**config.mk**
```make
export PLATFORM = sky130hd
export DESIGN_NAME = uart_tx_arbiter
export DESIGN_NICKNAME = d
export VERILOG_FILES = /design/src/rtl/uart_arb_pkg.sv /design/src/rtl/rr_picker.sv /design/src/rtl/uart_tx_arbiter.sv
export SDC_FILE = /design/constraint.sdc
export NUM_CORES = 1
export LEC_CHECK = 0
export ABC_AREA = 0
export BUFFER_PORTS_ARGS = -buffer_cell sky130_fd_sc_hd__buf_2
export CAP_MARGIN = 20
export CORE_ASPECT_RATIO = 1.4
export CORE_MARGIN = 10
export CORE_UTILIZATION = 47
export DETAILED_ROUTE_END_ITERATION = 12
export PLACE_DENSITY = 0.85
export SLEW_MARGIN = 40
export SYNTH_ARGS = -nofsm -noshare
export SYNTH_HDL_FRONTEND = slang
export SYNTH_SLANG_ARGS = --single-unit
```
**constraint.sdc**
```tcl
create_clock -name UCLK -period 3.25 [get_ports UCLK]
set_clock_uncertainty 0.15 [all_clocks]
set_input_delay 0.325 -clock UCLK [delete_from_list [all_inputs] [get_ports UCLK]]
set_output_delay 0.325 -clock UCLK [all_outputs]
set_load 0.01 [all_outputs]
```
**src/rtl/uart_arb_pkg.sv**
```systemverilog
// Shared definitions for the UART transmit arbiter: FSM state encoding,
// the default burst limit and width helpers used to size the grant index,
// the beat counter and the optional stall counter.
package uart_arb_pkg;

  // Arbiter FSM: IDLE has no owner, XFER streams bytes from the owner.
  typedef enum logic [0:0] {
    ARB_IDLE = 1'b0,
    ARB_XFER = 1'b1
  } arb_state_e;

  localparam int unsigned DEFAULT_NUM_REQ   = 4;
  localparam int unsigned DEFAULT_MAX_BURST = 16;

  // Index width for a requester id; never below one bit.
  function automatic int unsigned grant_width(input int unsigned num_req);
    return (num_req > 1) ? $clog2(num_req) : 1;
  endfunction

  // Width of a counter that must hold values 0..max_val without wrapping.
  function automatic int unsigned count_width(input int unsigned max_val);
    return (max_val > 0) ? $clog2(max_val + 1) : 1;
  endfunction

endpackage

```
**src/rtl/rr_picker.sv**
```systemverilog
// Combinational round-robin picker. Given a request vector and a pointer,
// returns the first set request at or above the pointer, wrapping back to
// bit 0 when nothing at or above the pointer is set.
module rr_picker
  import uart_arb_pkg::*;
#(
  parameter int unsigned NUM_REQ = DEFAULT_NUM_REQ,
  parameter int unsigned IDX_W   = grant_width(DEFAULT_NUM_REQ)
) (
  input  logic [NUM_REQ-1:0] req,
  input  logic [IDX_W-1:0]   ptr,
  output logic [NUM_REQ-1:0] grant_oh,
  output logic [IDX_W-1:0]   grant_idx,
  output logic               any_req
);

  logic [NUM_REQ-1:0] upper_mask;
  logic [NUM_REQ-1:0] upper_req;
  logic [NUM_REQ-1:0] pick_src;

  // Bits at or above the pointer form the first search window.
  genvar gi;
  generate
    for (gi = 0; gi < NUM_REQ; gi++) begin : g_mask
      assign upper_mask[gi] = (IDX_W'(gi) >= ptr);
    end
  endgenerate

  assign upper_req = req & upper_mask;
  // When nothing sits above the pointer, the wrapped search is simply the
  // lowest set bit of the whole vector.
  assign pick_src  = (|upper_req) ? upper_req : req;
  assign any_req   = |req;

  // Lowest set bit of the chosen window, as one-hot and as index.
  always_comb begin
    grant_oh  = '0;
    grant_idx = '0;
    for (int i = NUM_REQ - 1; i >= 0; i--) begin
      if (pick_src[i]) begin
        grant_oh    = '0;
        grant_oh[i] = 1'b1;
        grant_idx   = IDX_W'(i);
      end
    end
  end

endmodule

```
**src/rtl/uart_tx_arbiter.sv**
```systemverilog
// Message-granular round-robin arbiter sharing one UART TX FIFO write port
// among NUM_REQ byte-stream requesters. An owner keeps the port until it
// sends a byte flagged last, or until MAX_BURST bytes force a release so the
// other requesters get a turn. One idle cycle always separates grants.
//
// Optional build macro UART_ARB_TIMEOUT_EN: adds the TIMEOUT_CYCLES
// parameter and the timeout_err output. An owner that holds valid low for
// TIMEOUT_CYCLES XFER cycles loses the grant and timeout_err pulses once.
// Without the macro a silent owner keeps the grant indefinitely.
module uart_tx_arbiter
  import uart_arb_pkg::*;
#(
  parameter int unsigned NUM_REQ    = DEFAULT_NUM_REQ,
  parameter int unsigned DATA_WIDTH = 8,
  parameter int unsigned MAX_BURST  = DEFAULT_MAX_BURST
`ifdef UART_ARB_TIMEOUT_EN
  ,
  parameter int unsigned TIMEOUT_CYCLES = 1024
`endif
) (
  input  logic                          UCLK,
  input  logic                          reset,
  input  logic [NUM_REQ-1:0]            req_valid,
  input  logic [NUM_REQ*DATA_WIDTH-1:0] req_data,
  input  logic [NUM_REQ-1:0]            req_last,
  output logic [NUM_REQ-1:0]            req_ready,
  output logic [DATA_WIDTH-1:0]         W_data,
  output logic                          wr_uart,
  input  logic                          tx_full,
  output logic [$clog2(NUM_REQ)-1:0]    grant_id,
  output logic                          busy
`ifdef UART_ARB_TIMEOUT_EN
  ,
  output logic                          timeout_err
`endif
);

  localparam int unsigned IDX_W = grant_width(NUM_REQ);
  localparam int unsigned CNT_W = count_width(MAX_BURST);

  localparam logic [0:0] IDLE = ARB_IDLE;
  localparam logic [0:0] XFER = ARB_XFER;

  // Count value held while the beat that completes a full burst is on the bus.
  localparam logic [CNT_W-1:0] LAST_BEAT_CNT = CNT_W'(MAX_BURST - 1);
  localparam logic [IDX_W-1:0] LAST_ID       = IDX_W'(NUM_REQ - 1);

  logic [0:0]            state_reg, state_next;
  logic [IDX_W-1:0]      grant_reg, grant_next;
  logic [NUM_REQ-1:0]    owner_oh_reg, owner_oh_next;
  logic [IDX_W-1:0]      ptr_reg, ptr_next;
  logic [CNT_W-1:0]      count_reg, count_next;

  logic [NUM_REQ-1:0]    pick_oh;
  logic [IDX_W-1:0]      pick_idx;
  logic                  pick_any;

  logic                  in_xfer;
  logic                  owner_valid;
  logic                  owner_last;
  logic                  beat;
  logic                  burst_done;
  logic                  timeout_hit;
  logic                  release_grant;
  logic [IDX_W-1:0]      ptr_after;
  logic [DATA_WIDTH-1:0] req_bytes [NUM_REQ];

  // Unpack the flat data bus into one byte per requester.
  genvar gi;
  generate
    for (gi = 0; gi < NUM_REQ; gi++) begin : g_bytes
      assign req_bytes[gi] = req_data[gi*DATA_WIDTH +: DATA_WIDTH];
    end
  endgenerate

  rr_picker #(
    .NUM_REQ (NUM_REQ),
    .IDX_W   (IDX_W)
  ) u_picker (
    .req       (req_valid),
    .ptr       (ptr_reg),
    .grant_oh  (pick_oh),
    .grant_idx (pick_idx),
    .any_req   (pick_any)
  );

  // The owner is kept both as an index (for muxing and grant_id) and as a
  // one-hot mask (for the ready vector and for qualifying valid/last).
  assign in_xfer     = (state_reg == XFER);
  assign owner_valid = |(req_valid & owner_oh_reg);
  assign owner_last  = |(req_last & owner_oh_reg);
  assign beat        = in_xfer && owner_valid && !tx_full;
  assign burst_done  = (count_reg == LAST_BEAT_CNT);
  assign ptr_after   = (grant_reg == LAST_ID) ? '0 : grant_reg + 1'b1;

  // Last byte, burst limit and stall timeout all collapse into one release,
  // so the pointer can only advance once per grant.
  assign release_grant = (beat && (owner_last || burst_done)) || timeout_hit;

  // Handshake outputs are purely combinational from the registered owner.
  assign req_ready = (in_xfer && !tx_full) ? owner_oh_reg : '0;
  assign wr_uart   = beat;
  assign W_data    = beat ? req_bytes[grant_reg] : '0;
  assign busy      = in_xfer;
  assign grant_id  = in_xfer ? grant_reg : '0;

`ifdef UART_ARB_TIMEOUT_EN
  localparam int unsigned STALL_W = count_width(TIMEOUT_CYCLES);
  localparam logic [STALL_W-1:0] STALL_LIMIT = STALL_W'(TIMEOUT_CYCLES - 1);

  logic [STALL_W-1:0] stall_reg, stall_next;
  logic               timeout_err_reg;

  // The cycle that would bring the stall count to TIMEOUT_CYCLES releases.
  assign timeout_hit = in_xfer && !owner_valid && (stall_reg == STALL_LIMIT);

  // Count owner-silent XFER cycles; tx_full stalls with valid high do not count.
  always_comb begin
    stall_next = stall_reg;
    if (!in_xfer || beat || timeout_hit) begin
      stall_next = '0;
    end else if (!owner_valid) begin
      stall_next = stall_reg + 1'b1;
    end
  end

  // Stall counter and the one-cycle timeout pulse.
  always_ff @(posedge UCLK or negedge reset) begin
    if (!reset) begin
      stall_reg       <= '0;
      timeout_err_reg <= 1'b0;
    end else begin
      stall_reg       <= stall_next;
      timeout_err_reg <= timeout_hit;
    end
  end

  assign timeout_err = timeout_err_reg;
`else
  assign timeout_hit = 1'b0;
`endif

  // Next-state logic: grant in IDLE, count beats and release in XFER.
  always_comb begin
    state_next    = state_reg;
    grant_next    = grant_reg;
    owner_oh_next = owner_oh_reg;
    ptr_next      = ptr_reg;
    count_next    = count_reg;
    case (state_reg)
      IDLE: begin
        if (pick_any) begin
          state_next    = XFER;
          grant_next    = pick_idx;
          owner_oh_next = pick_oh;
          count_next    = '0;
        end
      end
      XFER: begin
        if (beat) begin
          count_next = count_reg + 1'b1;
        end
        if (release_grant) begin
          state_next = IDLE;
          ptr_next   = ptr_after;
          count_next = '0;
        end
      end
      default: begin
        state_next = IDLE;
      end
    endcase
  end

  // FSM, owner, pointer and beat-count registers.
  always_ff @(posedge UCLK or negedge reset) begin
    if (!reset) begin
      state_reg    <= IDLE;
      grant_reg    <= '0;
      owner_oh_reg <= '0;
      ptr_reg      <= '0;
      count_reg    <= '0;
    end else begin
      state_reg    <= state_next;
      grant_reg    <= grant_next;
      owner_oh_reg <= owner_oh_next;
      ptr_reg      <= ptr_next;
      count_reg    <= count_next;
    end
  end

endmodule

```
Yosys cells after proc, flatten, opt, wreduce, memory -nomap -nowiden --
Cells that the tools add are included.
Word-level totals: register bits after elaboration 14, bits in latches 0, RAM bits 0, bits in read-only memories 0, input bits 43, output and inout bits 16, logic and storage cells 57, memories 0
Cells by class: $add $sub $neg 2, multiply operators 0, div/mod/pow operators 0, order comparisons 5, eq/ne operators 4, shift operators 0, muxes and demuxes 23, bitwise gates (word level) 5, reduce and logical (&&, ||, !) cells 13
Operator list (number):
- $mux W4 | 6
- $mux W8 | 3
- $bmux W8 S2 | 1
- $reduce_or A4 Y1 | 4
- $mux W5 | 3
- $and A4 B4 Y4 | 3
- $mux W2 | 6
- $pmux W5 S2 | 1
- $reduce_and A2 Y1 | 3
- $add A5 B1 Y5 const B | 1
- $eq A5 B4 Y1 const B | 1
- $ge A1 B2 Y1 const A | 2
- $ge A2 B2 Y1 const A | 2
- $logic_and A1 B1 Y1 | 4
- $ge A3 B3 Y1 const B | 1
- $ne A3 B1 Y1 const B | 1
- $not A2 Y3 | 1
- $add A2 B1 Y2 const B | 1
- $eq A2 B2 Y1 const B | 1
- $mux W1 | 2
- $ne A2 B2 Y1 const B | 1
- $pmux W1 S2 | 1
- $logic_not A1 Y1 | 1
- $logic_or A1 B1 Y1 | 1
- $not A1 Y1 | 1

Longest topological paths before layout --
Gate-level depths: netlist (run 1).
depth after elaboration 8, mapped depth 6, depth with buffers taken out 6

Hierarchy --
From an unflattened synthesis (run 1), not the netlist that was laid out.
Second synthesis, totals: cells, all modules 135, area, all modules 1249.9 um^2
Modules (own cells, without submodules):
- uart_tx_arbiter | times used 1, cells each 102, area an instance 1022.2 um^2, sequential area each 350.3 um^2
- rr_picker | times used 1, cells each 33, area an instance 227.7 um^2, sequential area each 0.0 um^2

Least setup slack after synthesis (run 1) --
OpenSTA, ideal clock, no wires.
kind register to register, from reg count_reg[0], to reg ptr_reg[0], setup time 0.125 ns, data arrival time 1.532 ns, required time 2.975 ns, slack 1.443 ns, cell stages (with the launch flop) 7, path buffers 0, period minus slack after synthesis 1.807 ns, cells stage by stage dfrtp_1 -> ha_1 -> and3_1 -> ha_1 -> a21oi_1 -> a21oi_4 -> mux2_2
Between the ends: longest elaborated chain between the ends 4
RTL lines:
- from (decl) | line uart_tx_arbiter.sv:52 | logic [CNT_W-1:0] count_reg, count_next;
- from (signal assigned) | line uart_tx_arbiter.sv:188 | count_reg <= count_next;
- $eq A5 B4 Y1 | line uart_tx_arbiter.sv:93 | assign burst_done = (count_reg == LAST_BEAT_CNT);
- $logic_or A1 B1 Y1 | line uart_tx_arbiter.sv:98 | assign release_grant = (beat && (owner_last || burst_done)) || timeout_hit;
- $logic_and A1 B1 Y1 | line uart_tx_arbiter.sv:98
- $reduce_and A2 Y1 (no source line)
- to (signal assigned) | line uart_tx_arbiter.sv:187 | ptr_reg <= ptr_next;
- to (decl) | line uart_tx_arbiter.sv:51 | logic [IDX_W-1:0] ptr_reg, ptr_next;
Every way passes these cells. A chain may end at the register's enable or synchronous reset.

Worst setup path after layout (run 1) --
from reg grant_reg[0], to out W_data[0]
Between the ends: longest elaborated chain between the ends 5
RTL lines:
- from (decl) | line uart_tx_arbiter.sv:49 | logic [IDX_W-1:0] grant_reg, grant_next;
- from (signal assigned) | line uart_tx_arbiter.sv:185 | grant_reg <= grant_next;
- $not A2 Y3 (implied by the code) | line uart_tx_arbiter.sv:103 | assign W_data = beat ? req_bytes[grant_reg] : '0;
- $bmux W8 S2 | line uart_tx_arbiter.sv:103
- $mux W8 (implied by the code) (2 in a row) | line uart_tx_arbiter.sv:103
- $mux W8 | line uart_tx_arbiter.sv:103
- to (decl) | line uart_tx_arbiter.sv:27 | output logic [DATA_WIDTH-1:0] W_data,
Every way passes these cells. The select of a mux whose other input is x is not followed.

==> results of run 1 <==
metrics by stage:
step | hold slack, ps | instance area, um^2 | power [mW] | utilization [%] | cells
final | 196.4 | 1429 | 0.9481 | 64.89 | 188
after floorplan | -120.6 | 1085 | 0.6786 | - | 107
after global routing | 242.8 | 1429 | 1.030 | 64.89 | 188
after CTS | 191.3 | 1429 | 0.9534 | 64.89 | 188
after detailed placement | 86.24 | 1383 | 0.8258 | 62.78 | 183
after global placement | 78.12 | 1383 | 0.8010 | 62.78 | 183
metal layers:
layer	wire length (um)	vias up	global-route usage, %
li1	-	513	-
met1	1106	517	15.09
met2	1922	31	26.48
met3	143	14	2.965
met4	135	0	7.048
met5	0	-	0
worst min-delay path by stage:
| stage | start | to | slack (ps) |
|---|---|---|---|
| 2_1_floorplan | reset | busy | -120 |
| 3_3_place_gp | reset | count_reg[0] | 80 |
| 3_5_place_dp | reset | count_reg[0] | 90 |
| 4_1_cts | req_valid[3] | owner_oh_reg[3] | 190 |
| 5_1_grt | req_valid[3] | owner_oh_reg[3] | 240 |
| 6_report | req_valid[3] | owner_oh_reg[3] | 200 |
where the power goes:
| group | internal (mW) | switching, mW | leakage, nW | total, mW |
|---|---|---|---|---|
| registers | 0.235 | 0.111 | 0.178 | 0.346 |
| clock network | 0.0683 | 0.0600 | 0.0210 | 0.128 |
| logic | 0.262 | 0.212 | 0.540 | 0.474 |
| total | 0.565 | 0.383 | 0.739 | 0.948 |
worst register-to-register path, cell delays in order, from the launching register on:
cell and delay [ps]:
dfrtp_1 420, ha_1 230, and3_1 200, ha_1 180
a21oi_1 210, a21oi_4 140, mux2_2 300
cell families (layout without fill, tap and decap cells):
| group | Yosys count | in the layout | share of synthesized area [%] |
|---|---|---|---|
| xor gates and xnor gates | 1 | 1 | 0.8075 |
| muxes | 10 | 10 | 18.68 |
| buffers and inverters | 9 | 68 | 3.576 |
| adders and majority gates | 3 | 3 | 3.461 |
| DFF | 14 | 14 | 32.30 |
| AOI/OAI and AO/OA | 25 | 25 | 18.80 |
| and+or+nand+nor | 45 | 45 | 22.37 |
cells in the final DEF (no fill, tap or decap), types with 2 or more instances in the layout:
cell type	netlist	routed
o22ai_1	2	2
buf_2	1	58
ha_1	3	3
clkbuf_4	0	3
mux2_2	2	2
or2b_1	2	2
inv_1	5	5
o31ai_1	2	2
nor2_1	3	3
dfrtp_1	14	14
or2_2	2	2
o21ai_1	2	2
and2_1	14	14
nand3_1	5	5
mux4_2	8	8
a21oi_1	3	3
and3_1	2	2
o21ai_0	5	5
nand2_1	12	12
cell type report:
type / count / area, um^2
timing repair buffer: 59 / 300.3
fill: 181 / 773.2
multi-input combinational: 84 / 695.7
inverter: 5 / 18.77
clock buffer: 4 / 36.28
tap: 22 / 27.53
sequential: 14 / 350.3
timing repair:
item,4_1_cts,5_1_grt
endpoints found under the hold margin,14,0
buffers inserted,0,0
hold buffers,1,0
setup endpoints to repair,0,0
==> out/results.tsv, run 1 <==
metric	value	unit
gpl congestion	0.8515	
Setup crit end kind	output port	
drt pass-1 iters	4	
VDD IR max	0.0003414	V
CTS Sinks	14	
drt total wl	3307	um
top cell type's share of synthesized area	32.30	%
P per Cell Area	663.5	nW/um^2
Worst Tran Pin Value	560.1	ps
clock root buffer	clkbuf_4	
final setup violation count	0	
WP depth	3	
Top Family by Delay on Critical Path	flip-flops	
worst reg2reg path startpoint	count_reg[0]	
Max Cap Viol	0	
fin crit period	2343	ps
initial antenna violation count	0	
Bufs on Longest Clock Path	2	
Fin Setup TNS	0	ps
Critical Path Start	grant_reg[0]	
Mapped Cells	107	
largest cells by area after synthesis	dfrtp_1, mux4_2, and2_1	
Synthesized Nets	153	
Num CTS Buffers	3	
f_max	426.8	MHz
setup ws final	907.1	ps
max reg flops	5	
post-synth cell types	37	
P_leak	0.7386	nW
Setup crit start kind	register	
Crit Path Max Fanout	12	
drt drc	0	
Fin. Hold Viols	0	
Final ANT Viol Nets	0	
Core Area	2202	um^2
outcome	completed	
RSZ-0062 raised after global routing	no	
kind of critical path	register to output port	
io pins	59	
Commonest cells post-synth	and2_1, dfrtp_1, nand2_1, mux4_2	
Antenna Cells	0	
Starting Density	49.26	%
Final Net Count	213	
HP Class	primary input to register	
1st-iter DRT viols	32	
via count	1075	
Die Wd	60.61	um
slowest CP cell	dfrtp_1	
vias per cell	5.718	
ys async rst share	100.0	%
Critical Path, Cell by Cell	mux4_2 > and2_1 > buf_2	
Post-synth EDFFs	0	
routed len/inst	17.59	um
CP required	2770	ps
GRT Resource Usage Total	14.76	%
Place WS	1189	ps
Hold Path Depth	3	
max-slew violations	0	
Seq cells post-synth	14	
max_slew headroom	62.66	%
later-pin clock latency in the skew report	290	ps
post-synthesis sequential area ratio	32.30	%
share of cells above drive strength 1	48.19	%
area leader, netlist	dfrtp_1	
first-pass GRT wire length	5520	um
TritonCTS clock tree	done	
P&R area growth vs syn	31.72	%
syn_area_per_cell	10.14	um^2
die area	4657	um^2
worst r2r path cells	6	
Final period util	72.09	%
Post-Syn Area	1085	um^2
Die Height	76.85	um
Buf+Inv Stages, Crit Path	1	
R2R Setup Slk	1310	ps
clk slew on worst S/H paths	90	ps
IO Port Bufs	58	
Primary FF master, synth	dfrtp_1	
H-tree Lvls	1	
gr ovfl total	0	
YS warnings	0	
Setup crit end	W_data[0]	
Critical Path Max Stage Delay	700	ps
Worst Path Arrival	1870	ps
Core Rows	20	
vias in the first global route	1161	
r2r endpoint	ptr_reg[0]	
post-CTS sizing	0	
largest net degree at the start of global routing	15	
Note: power is estimated with default switching activity, not from simulation.
==> run 2, diff against run 1 <==
- CORE_UTILIZATION: 47 -> 44
- PLACE_DENSITY: 0.85 -> 0.8
- clock period: 3.25 -> 2.4 ns (I/O delays scaled with it)
==> run 2 against run 1 <==
Wire length shrank 0.48%. Worst hold slack lost 89 ps. Non-clock buffer count is the same. Critical path depth is the same. Cell count grew 0.53%. Critical path type unchanged. Critical endpoint is now W_data[3]. Highest routed layer unchanged.
==> out/results.tsv, run 2 (synthesis results as in run 1) <==
metric	value	unit
outcome	completed	
Fin Setup TNS	0	ps
Die Height	78.75	um
IO Port Bufs	58	
f_max	444.6	MHz
max_slew headroom	62.79	%
RSZ-0062 raised after global routing	no	
Starting Density	45.87	%
most frequent cells in the layout	buf_2, and2_1, dfrtp_1, nand2_1, mux4_2	
Hold Path Depth	3	
io pins	59	
Antenna Cells	0	
Worst Path Arrival	1860	ps
WP depth	3	
Final Net Count	213	
later-pin clock latency in the skew report	290	ps
share of cells above drive strength 1	48.19	%
1st-iter DRT viols	46	
gr ovfl total	0	
CP required	2010	ps
sequential share of power	36.5	%
Buf+Inv Stages, Crit Path	1	
Final Core Density	60.48	%
initial antenna violation count	0	
drt total wl	3291	um
GRT Resource Usage Total	14.40	%
Setup crit start kind	register	
HP Class	primary input to register	
Placed Cells	184	
Final ANT Viol Nets	0	
clock root buffer	clkbuf_4	
switching fraction of total power	40.43	%
TritonCTS clock tree	done	
P per Cell Area	897.9	nW/um^2
slowest CP cell	dfrtp_1	
Num CTS Buffers	3	
most common cell after layout, fill and taps aside	buf_2	
gpl congestion	0.8382	
Crit Path Max Fanout	12	
Worst Tran Pin Value	558.2	ps
Bufs on Longest Clock Path	2	
final setup violation count	0	
die area	4880	um^2
Max Cap Viol	0	
via count	1068	
kind of critical path	register to output port	
Die Wd	61.97	um
largest net degree at the start of global routing	15	
vias per cell	5.651	
fin crit period	2249	ps
Final period util	93.72	%
max reg flops	5	
P_int	0.7649	mW
total chip power	1.284	mW
clock power share	13.7	%
max-slew violations	0	
P_leak	0.7386	nW
P&R area growth vs syn	31.83	%
Fin. Hold Viols	0	
Non-Filler Instances	189	
clk slew on worst S/H paths	90	ps
NetSw	0.5192	mW
Hold Slack	107.2	ps
CTS Sinks	14	
worst r2r path cells	6	
H-tree Lvls	1	
post-CTS setup repair buffer count	0	
Core Area	2365	um^2
combinational group share of total power	49.8	%
hpwl dp	2780	um
first-pass GRT wire length	5395	um
Top Family by Delay on Critical Path	flip-flops	
vias in the first global route	1142	
Critical Path, Cell by Cell	mux4_2 > and2_1 > buf_2	
Critical Path Max Stage Delay	700	ps
routed len/inst	17.41	um
Setup crit end kind	output port	
VDD IR max	0.0005027	V
drt drc	0	
Core Rows	21	
drt pass-1 iters	4	
run 2: cell type report:
cell class,count,area [um^2]
inverters,5,18.77
repair buffers,59,300.3
flip-flops and latches,14,350.3
fillers,209,934.6
multi-input cells,84,695.7
clock buffers,4,36.28
well taps,23,28.78
run 2: path summary, 6_finish.rpt:
path | start | slack (ps) | to
worst max register to register | count_reg[0] | 440 | ptr_reg[1]
min in group asynchronous | reset | 220 | count_reg[2]
worst min-delay path | req_valid[3] | 110 | owner_oh_reg[3]
max in group asynchronous | reset | 1640 | grant_reg[1]
worst max-delay path | grant_reg[0] | 150 | W_data[3]
worst min register to register | count_reg[4] | 380 | count_reg[4]
run 2: stage by stage:
stage | instance area [um^2] | worst slack (ps)
2_1_floorplan | 1085 | 593.2
3_3_place_gp | 1384 | 475.9
3_5_place_dp | 1384 | 419.5
4_1_cts | 1430 | 119.8
5_1_grt | 1430 | 10.15
6_report | 1430 | 150.7
run 2: timing repair:
item / CTS / global route
gates resized for setup: 0 / 0
endpoints found under the hold margin: 14 / 0
hold buffers: 1 / 0
run 2: tightest hold or removal path, stage by stage:
cell and delay, ps:
buf_2 150, nand2_1 70, o21ai_1 50
run 2: routing by layer:
layer	global-route usage [%]	vias to the layer above	share of wire, %
li1	-	516	-
met1	13.81	522	31
met2	28.09	23	62
met3	1.274	7	4.8
met4	7.175	0	2.2
met5	0	-	0
run 2: power groups by stage:
stage / sequential (mW) / clock, mW / combinational (mW)
floorplan: 0.385 / 0 / 0.534
global placement: 0.463 / 0 / 0.619
detailed placement: 0.476 / 0 / 0.645
CTS: 0.471 / 0.175 / 0.648
global route: 0.499 / 0.186 / 0.711
finish: 0.469 / 0.176 / 0.640
